File: src/rtl/delay_meter.sv
// Measures the clk-cycle interval from a rising edge on start to the next rising edge on stop.
// The result is held behind a valid/ready handshake, and a timeout flag marks intervals of 2^WIDTH or more.
module delay_meter #(
  parameter int unsigned WIDTH = 8
) (
  input  logic             clk,
  input  logic             reset,
  input  logic             start,
  input  logic             stop,
  input  logic             result_ready,
  output logic [WIDTH-1:0] result,
  output logic             result_valid,
  output logic             timeout,
  output logic             busy
);

  typedef enum logic [1:0] {StIdle, StMeasure, StDone} state_e;

  localparam logic [WIDTH-1:0] Max = {WIDTH{1'b1}};

  state_e           r_state, w_state_d;
  logic [WIDTH-1:0] r_count, w_count_d;
  logic [WIDTH-1:0] r_result, w_result_d;
  logic             r_valid, w_valid_d;
  logic             r_timeout, w_timeout_d;
  logic             r_busy, w_busy_d;
  logic             r_start_q, r_stop_q;
  logic             w_start_rise, w_stop_rise;

  assign w_start_rise = start & ~r_start_q;
  assign w_stop_rise  = stop & ~r_stop_q;

  always_ff @(posedge clk or posedge reset) begin
    if (reset) begin
      r_state   <= StIdle;
      r_count   <= '0;
      r_result  <= '0;
      r_valid   <= 1'b0;
      r_timeout <= 1'b0;
      r_busy    <= 1'b0;
      r_start_q <= 1'b0;
      r_stop_q  <= 1'b0;
    end else begin
      r_state   <= w_state_d;
      r_count   <= w_count_d;
      r_result  <= w_result_d;
      r_valid   <= w_valid_d;
      r_timeout <= w_timeout_d;
      r_busy    <= w_busy_d;
      r_start_q <= start;
      r_stop_q  <= stop;
    end
  end

  always_comb begin
    w_state_d   = r_state;
    w_count_d   = r_count;
    w_result_d  = r_result;
    w_valid_d   = r_valid;
    w_timeout_d = r_timeout;
    w_busy_d    = r_busy;
    unique case (r_state)
      StIdle: begin
        if (w_start_rise) begin
          w_state_d = StMeasure;
          w_count_d = '0;
          w_busy_d  = 1'b1;
        end
      end
      StMeasure: begin
        // Saturation is checked before the increment so count never wraps.
        if (r_count == Max) begin
          w_state_d   = StDone;
          w_result_d  = Max;
          w_timeout_d = 1'b1;
          w_valid_d   = 1'b1;
          w_busy_d    = 1'b0;
        end else if (w_stop_rise) begin
          w_state_d   = StDone;
          w_result_d  = r_count + 1'b1;
          w_timeout_d = 1'b0;
          w_valid_d   = 1'b1;
          w_busy_d    = 1'b0;
        end else if (w_start_rise) begin
          w_count_d = '0;
        end else begin
          w_count_d = r_count + 1'b1;
        end
      end
      StDone: begin
        if (result_ready) begin
          w_state_d = StIdle;
          w_valid_d = 1'b0;
        end
      end
      default: begin
        w_state_d = StIdle;
      end
    endcase
  end

  assign result       = r_result;
  assign result_valid = r_valid;
  assign timeout      = r_timeout;
  assign busy         = r_busy;

endmodule

File: config.mk
export PLATFORM = sky130hd
export DESIGN_NAME = delay_meter
export DESIGN_NICKNAME = d
export VERILOG_FILES = /design/src/rtl/delay_meter.sv
export SDC_FILE = /design/constraint.sdc
export NUM_CORES = 1
export LEC_CHECK = 0
export ABC_CLOCK_PERIOD_IN_PS = 1400
export CELL_PAD_IN_SITES_DETAIL_PLACEMENT = 0
export CELL_PAD_IN_SITES_GLOBAL_PLACEMENT = 1
export CORE_ASPECT_RATIO = 0.6
export CORE_MARGIN = 2
export CORE_UTILIZATION = 39
export CTS_BUF_LIST = sky130_fd_sc_hd__clkbuf_2 sky130_fd_sc_hd__clkbuf_4 sky130_fd_sc_hd__clkbuf_8
export CTS_CLUSTER_SIZE = 25
export DETAILED_ROUTE_END_ITERATION = 16
export HOLD_SLACK_MARGIN = 0.02
export PLACE_DENSITY = 0.88
export SYNTH_ARGS = -nofsm -noshare
export SYNTH_HDL_FRONTEND = slang
export SYNTH_SLANG_ARGS = --single-unit
File: constraint.sdc
create_clock -name clk -period 1.4 [get_ports clk]
set_input_delay 0.28 -clock clk [delete_from_list [all_inputs] [get_ports clk]]
set_output_delay 0.28 -clock clk [all_outputs]
set_load 0.05 [all_outputs]
# Yosys cells after proc, flatten, opt, wreduce, memory -nomap -nowiden
# Cells that the tools add are included.
# word_totals
regBits	23
output_inout_bits	11
wordCells	51
# classes
add_sub_neg	1
n_eq_ne	8
n_mux	21
bitwise	4
reduce_logical	9
# ops
op	n
$mux W8	6
$pmux W8 S2	1
$reduce_and A3 Y1	3
$add A8 B1 Y8 const B	1
$eq A8 B8 Y1 const B	1
$mux W2	4
$ne A2 B2 Y1 const B	4
$mux W1	7
$pmux W2 S3	1
$reduce_bool A2 Y1	3
$pmux W1 S2	2
$reduce_and A4 Y1	1
$ne A3 B3 Y1 const B	1
$and A1 B1 Y1	2
$eq A2 B1 Y1 const B	1
$eq A2 B2 Y1 const B	1
$logic_not A2 Y1	1
$not A1 Y1	2
$reduce_and A2 Y1	1

# Logic depth before layout (Yosys ltp)
# logic_depth
depth_word	6
depth_mapped	5

# Least setup slack after synthesis
# OpenSTA, ideal clock, no wires.
# synth_timing
kind	reg-to-reg
from	reg r_count[0]
to	reg r_count[2]
setup_ps	126
arrival_ps	1401
slack_ps	-127
path_stages_with_launch	6
path_buffers	0
period_less_slack_ps	1527
cell_sequence	dfrtp_1 > ha_1 > nand3_2 > o21ai_1 > nor2_1 > a221o_1
# synth_between
elab_chain_cells	5
elab_cells_between_ends	8
cone_classes	1 x add/sub; 2 x eq/ne; 4 x mux; 1 x reduce/logical
# synth_rtl
element	line_no	text
start: declaration	22	logic [WIDTH-1:0] r_count, w_count_d;
start signal: assignment	45	r_count <= w_count_d;
$add A8 B1 Y8	87	w_count_d = r_count + 1'b1;
$mux W8	84	end else if (w_start_rise) begin
$mux W8	78	end else if (w_stop_rise) begin
$mux W8	72	if (r_count == Max) begin
$pmux W8 S2	62	unique case (r_state)
# Parallel ways exist; a longest one is shown, timed or not. The select of a mux whose other input is x is not followed.
# A chain may end at the register's enable or synchronous reset.

# Final worst setup path
# layout_timing
from	reg r_count[1]
to	reg r_count[0]
# layout_between
elab_chain_cells	3
# layout_rtl
element	line_no
$eq A8 B8 Y1	72
$ne A2 B2 Y1 (no line)	-
$reduce_and A4 Y1 (no line)	-
# Every way passes these cells.

==> out/qor.yml <==
clock_tree:
  worstSkewPairLatency_ns: 0.27
  cts-root-buf: "clkbuf_8"
  path_clk_slew_ns: 0.08
  cts_tree: "yes"
  cts_made_buffers: 3
  cts_num_sinks: 23
  htreeDepth: 1
  cts_buffer_depth: 2
cells_and_area:
  final_layout_size_suffix_gt1_share_pct: 47.7
  area_growth_pct: 64.5
  layout_commonest_cell: "dfrtp_1"
  final_util_pct: 67.6
  antenna_cells: 0
  num-nets-final: 135
  final_cell_mix: "23 x dfrtp_1, 21 x buf_4, 13 x buf_12"
  final.fill_count: 191
drt:
  dr_total_vias: 853
  drtIter0Drc: 37
  vias_per_cell: 5.33
  avgRoutedWirePerCell_um: 17.7
  ant_nets: 0
  remaining_drc_errors: 0
  finalWirelength_mm: 2.83
  drt_pass1_iterations: 4
setup_path:
  crit_path_max_fanout: 5
  worst-setup-path-type: "register to register"
  crit_arrival_ns: 1.75
  cp.required_ns: 1.62
  end_kind: "register"
  start_kind: "register"
place:
  gp_congestion: 0.797
  place_ws_ns: -0.393
  place_hpwl_mm: 1.89
  io_buffers: 15
global_routing:
  grt.overflow.total: 0
  grt_usage_pct: 20.0
  grt_pass1_vias: 927
  grt_pass1_wl_mm: 4.57
  grt_max_degree: 24
  grt_antenna_before_repair: 0
flow_run:
  cap_violations: 0
logic_synthesis:
  synthCells: 86
  syn_nets: 92
  ys_types: 30
  yosysSeqAreaShare_pct: 55.9
  syn_area_um2: 1030
  yosysWarnings: 0
  synth_edf_count: 0
  synthArstFlopShare_pct: 100
  ys_seq_elements: 23
  synth.avg_cell_area_um2: 12.0
  synth-main-ff-cell: "dfrtp_1"
run_status:
  status: "finished with violations"
  violations: "negative setup slack"
pwr:
  power.density_cell_area_nw_per_um2: 2120
  p_leak_nw: 0.733
  power.total_mw: 3.59
  vdd_drop_max_mv: 1.57
die:
  die_y_um: 43.8
  core-area_um2: 2500
  die_w_um: 70.3
  io_pins: 16
  start_util_pct: 41.1
  dieArea_um2: 3080
  rows: 14
timing:
  layout_min_cycle_time_ns: 1.54
  finalHoldViolCount: 0
  drv_slew: 0
  tightest_slew_ns: 0.329
  timing.fmax_mhz: 651
  fin_ws_ns: -0.135
  setup-violations-final: 18
  rsz0062_at_grt: "yes"
  max_slew_margin_pct: 77.9
  fin_skew_ns: 0.00677
  finalCritPeriodShare_pct: 110
  final.setup.tns_ns: -1.47
worst_hold_path:
  hold_class: "input port to async pin"
[layer usage]
layer  GRT usage [%]  wire length, um  share of wire (%)  vias up
li1                -                -                  -      395
met1            25.9             1300                 46      430
met2            34.0             1370                 48       23
met3            6.05              115                4.1        5
met4            4.23               38                1.3        0
met5               0                0                  0        -
[worst paths after layout]
path	startpoint	end	slack [ns]	cells after the start
max in group asynchronous	reset	r_count[3]$_DFFE_PP0P_	0.81	3
worst min-delay path	reset	result[2]$_DFFE_PP0P_	0.36	3
worst max-delay path	r_count[1]$_DFFE_PP0P_	r_count[0]$_DFFE_PP0P_	-0.14	6
worst min register to register	busy$_DFFE_PP0P_	busy$_DFFE_PP0P_	0.55	1
min in group clk	start	r_start_q$_DFF_PP0_	0.49	1
worst max register to register	r_count[1]$_DFFE_PP0P_	r_count[0]$_DFFE_PP0P_	-0.14	6
[sequential cells by signal (all words and copies together) (netlist names)]
name / flops
r_count: 8
result: 8
r_state: 2
busy: 1
r_start_q: 1
r_stop_q: 1
result_valid: 1
timeout: 1
[synth_stat cells (2+ instances only)]
cell type  instances  area [um2]
dfrtp_1           23         576
a2bb2oi_1          8        70.1
inv_1              5        18.8
nand2_1            5        18.8
nand2b_1           4        25.0
nor2_1             4        15.0
o21ai_0            4        20.0
o2bb2ai_1          4        35.0
xor2_1             3        26.3
a221o_1            2        20.0
nand4_1            2        12.5
nor2b_1            2        12.5
nor4_1             2        12.5
xnor2_1            2        17.5
[worst max-delay path: stages (launching register included)]
cell and delay [ns]:
dfrtp_1 0.41, ha_4 0.17, nand3_4 0.09, or2_4 0.28, a31oi_4 0.23, buf_4 0.17
mux2_4 0.13
[power by group]
| group | switching, mW | internal [mW] | total, mW |
|---|---|---|---|
| clock network | 0.212 | 0.223 | 0.435 |
| registers | 0.254 | 0.866 | 1.12 |
| logic | 0.971 | 1.07 | 2.04 |
[through the flow]
step	cells	cell area (um2)	hold WS (ns)
after floorplan	86	1060	0.282
final	160	1690	0.357
after detailed placement	150	1490	0.539
after CTS	158	1670	0.370
after global routing	160	1690	0.383
after global placement	150	1490	0.525
[timing repair]
item | in CTS | in global routing
pin swaps | 4 | 2
gates resized for setup | 14 | 1
hold endpoints to repair | 0 | 0
buffers inserted | 5 | 3
setup endpoints to repair | 18 | 19
gates cloned | 0 | 0
hold buffers | 0 | 0
[cell families after synthesis]
kind of cell | share of synthesized area, %
flip-flops | 55.9
buffers and inverters | 2.31
multiplexers | 1.09
adder cells (fa/ha/maj) | 1.21
AND/OR/NAND/NOR | 15.4
AO/OA/AOI/OAI | 19.8
XOR/XNOR | 4.25
[area by class of cell]
cell class / count / area [um2] / share of cell area (%)
timing repair buffer: 39 / 469 / 27.7
inverter: 5 / 18.8 / 1.11
multi-input combinational: 57 / 542 / 32.0
sequential: 23 / 576 / 34.0
tap: 32 / 40.0 / 2.36
clock buffer: 4 / 48.8 / 2.88
(Power assumes the default switching activity.)
